**config.mk**
```make
export PLATFORM = sky130hd
export DESIGN_NAME = ttl_preset_down_counter
export DESIGN_NICKNAME = d
export VERILOG_FILES = /design/src/rtl/ttl_pkg.sv /design/src/rtl/ttl_down_nibble.sv /design/src/rtl/ttl_preset_down_counter.sv
export SDC_FILE = /design/constraint.sdc
export NUM_CORES = 1
export LEC_CHECK = 0
export BUFFER_PORTS_ARGS = -buffer_cell sky130_fd_sc_hd__buf_2
export CORE_AREA = 5 5 42 44
export CTS_CLUSTER_DIAMETER = 200
export DETAILED_ROUTE_END_ITERATION = 12
export DIE_AREA = 0 0 47 49
export HOLD_SLACK_MARGIN = 0.05
export PLACE_DENSITY = 0.69
export SETUP_SLACK_MARGIN = 0.1
export SYNTH_ARGS = -nofsm -noshare
export SYNTH_HDL_FRONTEND = slang
export SYNTH_SLANG_ARGS = --single-unit --ignore-timing --ignore-initial --compat-mode --unroll-limit 50000
```
**constraint.sdc**
```tcl
create_clock -name Clk -period 5.3 [get_ports Clk]
set_input_delay 0.53 -clock Clk [delete_from_list [all_inputs] [get_ports Clk]]
set_output_delay 0.53 -clock Clk [all_outputs]
set_load 0.005 [all_outputs]
```
**src/rtl/ttl_pkg.sv**
```systemverilog
// Shared constants for the TTL-style counter family.
`timescale 1ns/1ps
`default_nettype none

package ttl_pkg;

  localparam int TTL_NIBBLE = 4;
  localparam int DELAY_RISE = 15;
  localparam int DELAY_FALL = 15;

endpackage

`default_nettype wire

```
**src/rtl/ttl_down_nibble.sv**
```systemverilog
// One 4-bit down-counting stage with parallel load, lookahead enable and borrow-out.
`timescale 1ns/1ps
`default_nettype none

module ttl_down_nibble
  import ttl_pkg::*;
(
  input  logic                  Clk,
  input  logic                  Clear_bar,
  input  logic                  Load_bar,
  input  logic                  TE,
  input  logic                  ENP,
  input  logic                  reload,
  input  logic [TTL_NIBBLE-1:0] D,
  output logic [TTL_NIBBLE-1:0] Q,
  output logic                  BO
);

  logic [TTL_NIBBLE-1:0] count_q;
  logic [TTL_NIBBLE-1:0] count_d;

  // A top-level reload is just a load forced on the terminal-count edge.
  always_comb begin
    count_d = count_q;
    if (!Load_bar || reload) begin
      count_d = D;
    end else if (TE && ENP) begin
      count_d = count_q - 4'd1;
    end
  end

  always_ff @(posedge Clk or negedge Clear_bar) begin
    if (!Clear_bar) begin
      count_q <= '0;
    end else begin
      count_q <= count_d;
    end
  end

  assign Q  = count_q;
  assign BO = TE && (count_q == '0);

endmodule

`default_nettype wire

```
**src/rtl/ttl_preset_down_counter.sv**
```systemverilog
// Presettable synchronous down counter built from cascaded 4-bit stages, optional auto-reload.
`timescale 1ns/1ps
`default_nettype none

module ttl_preset_down_counter #(
  parameter int STAGES      = 2,
  parameter int AUTO_RELOAD = 0,
  parameter int DELAY_RISE  = ttl_pkg::DELAY_RISE,
  parameter int DELAY_FALL  = ttl_pkg::DELAY_FALL
) (
  input  logic                                  Clk,
  input  logic                                  Clear_bar,
  input  logic                                  Load_bar,
  input  logic                                  ENT,
  input  logic                                  ENP,
  input  logic [ttl_pkg::TTL_NIBBLE*STAGES-1:0] D,
  output logic                                  BO,
  output logic [ttl_pkg::TTL_NIBBLE*STAGES-1:0] Q
);

  localparam int NIB = ttl_pkg::TTL_NIBBLE;
  localparam int N   = NIB * STAGES;

  logic [N-1:0] w_q;
  logic         w_bo;
  logic         w_reload;

  // Trickle enable is chained per stage so each TE depends only on lower stages.
  for (genvar k = 0; k < STAGES; k++) begin : g_stage
    logic w_te;
    logic w_bo_k;

    if (k == 0) begin : g_first
      assign w_te = ENT;
    end else begin : g_next
      assign w_te = g_stage[k-1].w_bo_k;
    end

    ttl_down_nibble u_nibble (
      .Clk       (Clk),
      .Clear_bar (Clear_bar),
      .Load_bar  (Load_bar),
      .TE        (w_te),
      .ENP       (ENP),
      .reload    (w_reload),
      .D         (D[k*NIB +: NIB]),
      .Q         (w_q[k*NIB +: NIB]),
      .BO        (w_bo_k)
    );
  end

  assign w_bo     = g_stage[STAGES-1].w_bo_k;
  assign w_reload = (AUTO_RELOAD != 0) && w_bo && ENP && Load_bar;

  logic [N:0] w_pre;
  logic [N:0] w_rise;
  logic [N:0] w_fall;
  logic [N:0] w_out;

  assign w_pre = {w_bo, w_q};
  assign #(DELAY_RISE) w_rise = w_pre;
  assign #(DELAY_FALL) w_fall = w_pre;

  // Combining the two delayed copies lets rising edges take DELAY_RISE and falling DELAY_FALL.
  if (DELAY_RISE <= DELAY_FALL) begin : g_rise_first
    assign w_out = w_rise | w_fall;
  end else begin : g_fall_first
    assign w_out = w_rise & w_fall;
  end

  assign {BO, Q} = w_out;

endmodule

`default_nettype wire

```
==> impl_metrics.ini, run 1 <==
[synthesis]
synth_top_family_by_area = simple AND/OR/NAND/NOR gates
yosysWarningCount = 0
yosysSeqAreaShare_pct = 39.8
syn_nets = 73
syn_area_sq_um = 503
synth_xor_area_share_pct = 3.48
synth-simple-area-share_pct = 24.4
synth-seq-cells = 8
ys_types = 23
synth_mux_area_share_pct = 2.24
yosys.area_share.adder_pct = 9.95
syn_inst = 56
synth_compound_area_share_pct = 16.4
synth.avg_cell_area_sq_um = 8.98

[floorplanning]
core_area_sq_um = 1400
rows = 14
dieArea_sq_um = 2300
io-pin-count = 22
die_w_um = 47
start_util_pct = 35.9
die_y_um = 49

[power]
p_leak_nw = 0.300
power_density_nw_per_um2 = 247
vdd_ir_drop_max_mv = 0.117

[placed_design]
dp_hpwl_um = 993
globalplace.congestion = 0.707
io_buffer_count = 21

[timing]
setup_viol = 0
slew_viol_final = 0
period_share_pct = 42.0
fin_tns_setup_ns = 0
max_freq_ghz = 0.449
hold_viol_final = 0
slew_headroom_pct = 79.5
fin_crit_ns = 2.23
worst_slew_pin_slew_ns = 0.304
fin_skew_ns = 0.00303
rsz0062_at_grt = false

[clocking]
clk_path_buf_depth = 2
clk_latency_ns = 0.26
cts_max_level = 1
hold_buffers = 0
post-cts-setup-buffers = 0
cts.sink_count = 8
cts_buffers = 3
cts_tree = yes
path_clk_slew_ns = 0.06
post_cts_resized = 0
cts_root_buf = clkbuf_4

[setup_path]
worstPathMaxFanout = 5
crit_family = simple AND/OR/NAND/NOR gates
start_kind = flip-flop
timing_worst_setup_path_type = reg -> out
cpPeakStageDelay_ns = 0.47
path_cells = inv_1, ha_1, or4b_4, nor3_1, buf_2
slowest_stage = or4b_4
required_ns = 4.77
path_buf_inv = 2
cp.arrival_ns = 1.70
cp-end-kind = output pin

[routing]
routed_via_density = 5.14
drt_iter0_markers = 4
dr.pass1.iters = 4
drcViolationCount = 0
drtAntennaViolNets = 0
drt-wirelength-per-cell_um = 13.3
drt-total-wl_um = 1270
routed-via-count = 488

[final_layout]
syn2layout_area_growth_pct = 28.6
final_util_pct = 46.2
largest_reg_flops = 8
final_layout_size_suffix_gt1_share_pct = 35.4
layout.nets = 98
diodes = 0

[grt]
grt_max_degree = 16
grt_pass1_wl_um = 2050
first_global_vias = 465
antenna_found_initial = 0
grtUsageTotal_pct = 12.3
grt_overflow = 0

[hold_path]
min_path_type = in -> async

[status]
status = finished, final reports clean

[flow_run]
drv_cap = 0
cell families (layout without fill, tap and decap cells):
| kind of cell | Yosys count | after routing |
|---|---|---|
| xor+xnor | 2 | 2 |
| fa+ha+maj | 4 | 4 |
| buf+inv | 5 | 28 |
| simple gates | 22 | 22 |
| mux | 1 | 1 |
| flops | 8 | 8 |
| compound gates | 14 | 14 |
cells in the mapped netlist, drive strengths merged:
master | n | area [sq um]
nor3 | 2 | 10.0
xor2 | 1 | 8.76
o41ai | 1 | 8.76
o31ai | 1 | 7.51
or3b | 1 | 8.76
or2 | 1 | 6.26
inv | 4 | 15.0
mux2 | 1 | 11.3
nand2 | 2 | 7.51
or3 | 3 | 18.8
or4b | 1 | 13.8
dfrtp | 8 | 200
xnor2 | 1 | 8.76
clkbuf | 1 | 3.75
ha | 4 | 50.1
nor2 | 7 | 26.3
a21oi | 4 | 20.0
nand3 | 2 | 10.0
or4 | 1 | 7.51
a31oi | 5 | 31.3
nand3b | 1 | 7.51
o21ai | 3 | 15.0
and2 | 1 | 6.26
power breakdown:
group          leakage [nW]  switching, mW  internal [mW]  total (mW)
logic                 0.196         0.0180         0.0175      0.0355
registers            0.0897        0.00769         0.0675      0.0752
clock network        0.0138         0.0231         0.0261      0.0492
total                 0.300         0.0488          0.111       0.160
through the flow:
step	hold slack [ns]	setup slack (ns)	instances	power, mW	area [sq um]
detailed placement	0.390	3.32	92	0.112	624
finish	0.102	3.07	95	0.160	647
global route	0.115	2.94	95	0.170	647
global placement	0.388	3.37	92	0.111	624
floorplan	0.234	3.46	56	0.0941	503
CTS	0.115	3.05	95	0.162	647
path summary, 6_finish.rpt:
check                                      endpoint  cells past startpoint                      from  slack, ns
max                                              BO                      5  g_stage[0].u_nibble.Q[0]       3.07
min                        g_stage[0].u_nibble.Q[3]                      1                 Clear_bar       0.10
max reg2reg                g_stage[1].u_nibble.Q[3]                      5  g_stage[0].u_nibble.Q[0]       3.41
min reg2reg                g_stage[1].u_nibble.Q[3]                      2  g_stage[1].u_nibble.Q[3]       0.59
max in group asynchronous  g_stage[1].u_nibble.Q[3]                      1                 Clear_bar       5.03
min in group Clk           g_stage[0].u_nibble.Q[1]                      2                      D[1]       0.51
layout make-up:
type	instances	area, sq um
multi-input cells	43	284
inverters	4	15.0
clock buffers	3	22.5
fillers	153	754
well taps	16	20.0
repair buffers	21	105
flip-flops and latches	8	200
cells in the final DEF, fill, tap and decap left out, types with 2 or more instances in the layout:
cell type / instances
clkbuf_4: 3
buf_2: 21
ha_1: 4
nor2_1: 7
a31oi_1: 5
nand3_1: 2
nand2_1: 2
nor3_1: 2
o21ai_0: 3
a21oi_1: 4
or3_1: 3
inv_1: 4
dfrtp_1: 8
per-layer routing:
metal  part of all wire [%]  global-route usage, %
met1                     42                   15.5
met2                     47                   17.6
met3                    9.8                   5.17
met4                   0.79                   5.53
met5                      0                      0
Note: power is estimated with default switching activity, not from simulation.
==> run 2: changes to the inputs <==
ABC_AREA = 1   (was unset)
CORE_AREA = unset   (was 5 5 42 44)
CORE_MARGIN = 5   (was unset)
CORE_UTILIZATION = 40   (was unset)
DIE_AREA = unset   (was 0 0 47 49)
PLACE_DENSITY = 0.74   (was 0.69)
clock period = 1.9 ns   (was 5.3 ns; I/O delays follow)
==> run 2 against run 1 <==
Utilization rose by 6.4 points. Global-route usage rose by 2.2 points. Clock skew fell by 0.00056 ns. Sequential share of layout area fell by 1.3 points. Largest power group unchanged. Via count rose by 7.2%. Highest routed layer is now met3. Flip-flop and latch count did not move.
==> impl_metrics.ini, run 2 <==
[grt]
grt_max_degree = 12
grtUsageMet1_pct = 17.8
grt_pass1_wl_um = 2190
gr-usage-met2_pct = 23.4
first_global_vias = 536
grt_busiest_layer = met2
antenna_found_initial = 0
grtUsageTotal_pct = 14.5
grt_overflow = 0
gr-usage-met3_pct = 1.17

[floorplanning]
core_area_sq_um = 1280
io-pin-count = 22
die_y_um = 46.4
rows = 13
die_w_um = 46.4
start_util_pct = 41.3
dieArea_sq_um = 2150

[clocking]
clk_latency_ns = 0.26
cts_max_level = 1
post-cts-setup-buffers = 0
cts_root_buf = clkbuf_4
clk_path_buf_depth = 2
cts_tree = yes
cts_buffers = 3
path_clk_slew_ns = 0.06
cts.sink_count = 8

[routing]
routed_via_density = 4.71
routed-via-count = 523
drtAntennaViolNets = 0
drt_iter0_markers = 14
drt-wirelength-per-cell_um = 11.2
dr.pass1.iters = 4
drt-total-wl_um = 1250
drcViolationCount = 0

[final_layout]
syn2layout_area_growth_pct = 27.4
largest_reg_flops = 8
layout_common_cells = nand2_1 (21), buf_2 (21), inv_1 (9)
diodes = 0
layout.nets = 115
final_layout_size_suffix_gt1_share_pct = 26.0

[synthesis]
syn_nets = 89
yosysSeqAreaShare_pct = 37.7
syn_inst = 72
syn_area_sq_um = 531
yosysTopAreaCell = dfrtp_1
synthTopCellsByCount = nand2_1 (21), inv_1 (9), dfrtp_1 (8), o21ai_0 (8)
synth_most_common_cell = nand2_1
synth-seq-cells = 8
synth.avg_cell_area_sq_um = 7.37
ys_types = 15
yosys-top-cells-area = dfrtp_1 (38%), nand2_1 (15%), ha_1 (9.4%), o21ai_0 (7.5%), inv_1 (6.4%)
yosys.area.top_type_share_pct = 37.7
synthFlopType = dfrtp_1
synth_edf_count = 0
async_reset_ff_share_pct = 100
yosysWarningCount = 0

[setup_path]
cpPeakStageDelay_ns = 0.39
start_kind = flip-flop
path_cells = inv_1, ha_1, nand3_1, nor4_1, buf_2
path_buf_inv = 2
required_ns = 1.71
r2r_end = g_stage[1].u_nibble.Q[0]
cp-end-kind = output pin
r2r_cells = 6
crit_family = flip-flops
startpoint = g_stage[1].u_nibble.Q[0]
timing_worst_setup_path_type = reg -> out
reg2reg_from = g_stage[0].u_nibble.Q[0]
worstPathMaxFanout = 5
cp.arrival_ns = 1.36
reg2reg_slack_ns = 0.60
slowest_stage = dfrtp_1

[timing]
fin_tns_setup_ns = 0
setup_viol = 0
fin_skew_ns = 0.00247
period_share_pct = 81.7
slew_headroom_pct = 84.6
hold_viol_final = 0
worst_slew_pin_slew_ns = 0.231
fin_crit_ns = 1.55
slew_viol_final = 0
rsz0062_at_grt = false
max_freq_ghz = 0.644

[status]
status = finished, final reports clean

[placed_design]
globalplace.congestion = 0.760
io_buffer_count = 21
dp_hpwl_um = 975

[flow_run]
drv_cap = 0

[hold_path]
min_delay_path_depth = 3
min_path_type = in -> reg
min_to = g_stage[0].u_nibble.Q[0]
hold_start = D[0]

[power]
vdd_ir_drop_max_mv = 0.358
p_total_mw = 0.508
power_density_nw_per_um2 = 752
p_leak_nw = 0.365
[run 2: changes by cell type after synthesis, sizes merged, moves of 2 or more]
cell / delta
nand2: +20
a31oi: -5
inv: +5
o21ai: +5
nand3: +4
a21oi: -3
or3: -3
nor3: -2
o211ai: +2
[run 2: area by class of cell]
class / instances / area, sq um
Sequential cell: 8 / 200
Fill cell: 139 / 609
Inverter: 9 / 33.8
Tap cell: 15 / 18.8
Timing Repair Buffer: 22 / 115
Clock buffer: 3 / 22.5
Multi-Input combinational cell: 54 / 285
[run 2: cell families after synthesis]
group | count (synthesis) | synth area share, %
flops | 8 | 37.7
compound gates | 11 | 11.3
buf+inv | 10 | 8.49
simple gates | 37 | 29.7
fa+ha+maj | 4 | 9.43
xor+xnor | 2 | 3.30
[run 2: how the worst max path moves through the flow]
stage	end	slack, ns	cells after the start
after global placement	BO	0.62	5
after global routing	BO	0.29	5
after floorplan	g_stage[1].u_nibble.Q[0]	0.74	6
final	BO	0.35	5
after CTS	BO	0.34	5
after detailed placement	g_stage[1].u_nibble.Q[0]	0.62	6
[run 2: metrics by stage]
stage / hold slack (ns) / area (sq um) / setup WS [ns] / instances / util, %
6_report: 0.170 / 676 / 0.347 / 111 / 52.6
5_1_grt: 0.180 / 676 / 0.287 / 111 / 52.6
4_1_cts: 0.166 / 676 / 0.342 / 111 / 52.6
3_5_place_dp: 0.0434 / 643 / 0.621 / 107 / 50.0
3_3_place_gp: 0.0449 / 643 / 0.618 / 107 / 50.0
2_1_floorplan: -0.106 / 531 / 0.737 / 72 / -
[run 2: tightest hold or removal path: stages]
cell and delay (ns):
buf_2 0.07, nand2_1 0.04, o211ai_1 0.08
[run 2: timing repair]
item | CTS | global route
resized for setup | 0 | 0
hold buffers | 1 | 0
endpoints found under the hold margin | 8 | 0
setup endpoints to repair | 0 | 0
[run 2: per-layer routing]
| metal | share of wire, % | vias to the layer above |
|---|---|---|
| met5 | 0 | - |
| li1 | - | 282 |
| met4 | 0 | 0 |
| met1 | 44 | 234 |
| met2 | 54 | 7 |
| met3 | 1.9 | 0 |
[run 2: power by group]
| part | total [mW] | internal (mW) | leakage, nW | switching, mW |
|---|---|---|---|---|
| clock | 0.137 | 0.0728 | 0.0138 | 0.0644 |
| combinational | 0.153 | 0.0682 | 0.255 | 0.0846 |
| sequential | 0.218 | 0.196 | 0.0962 | 0.0229 |
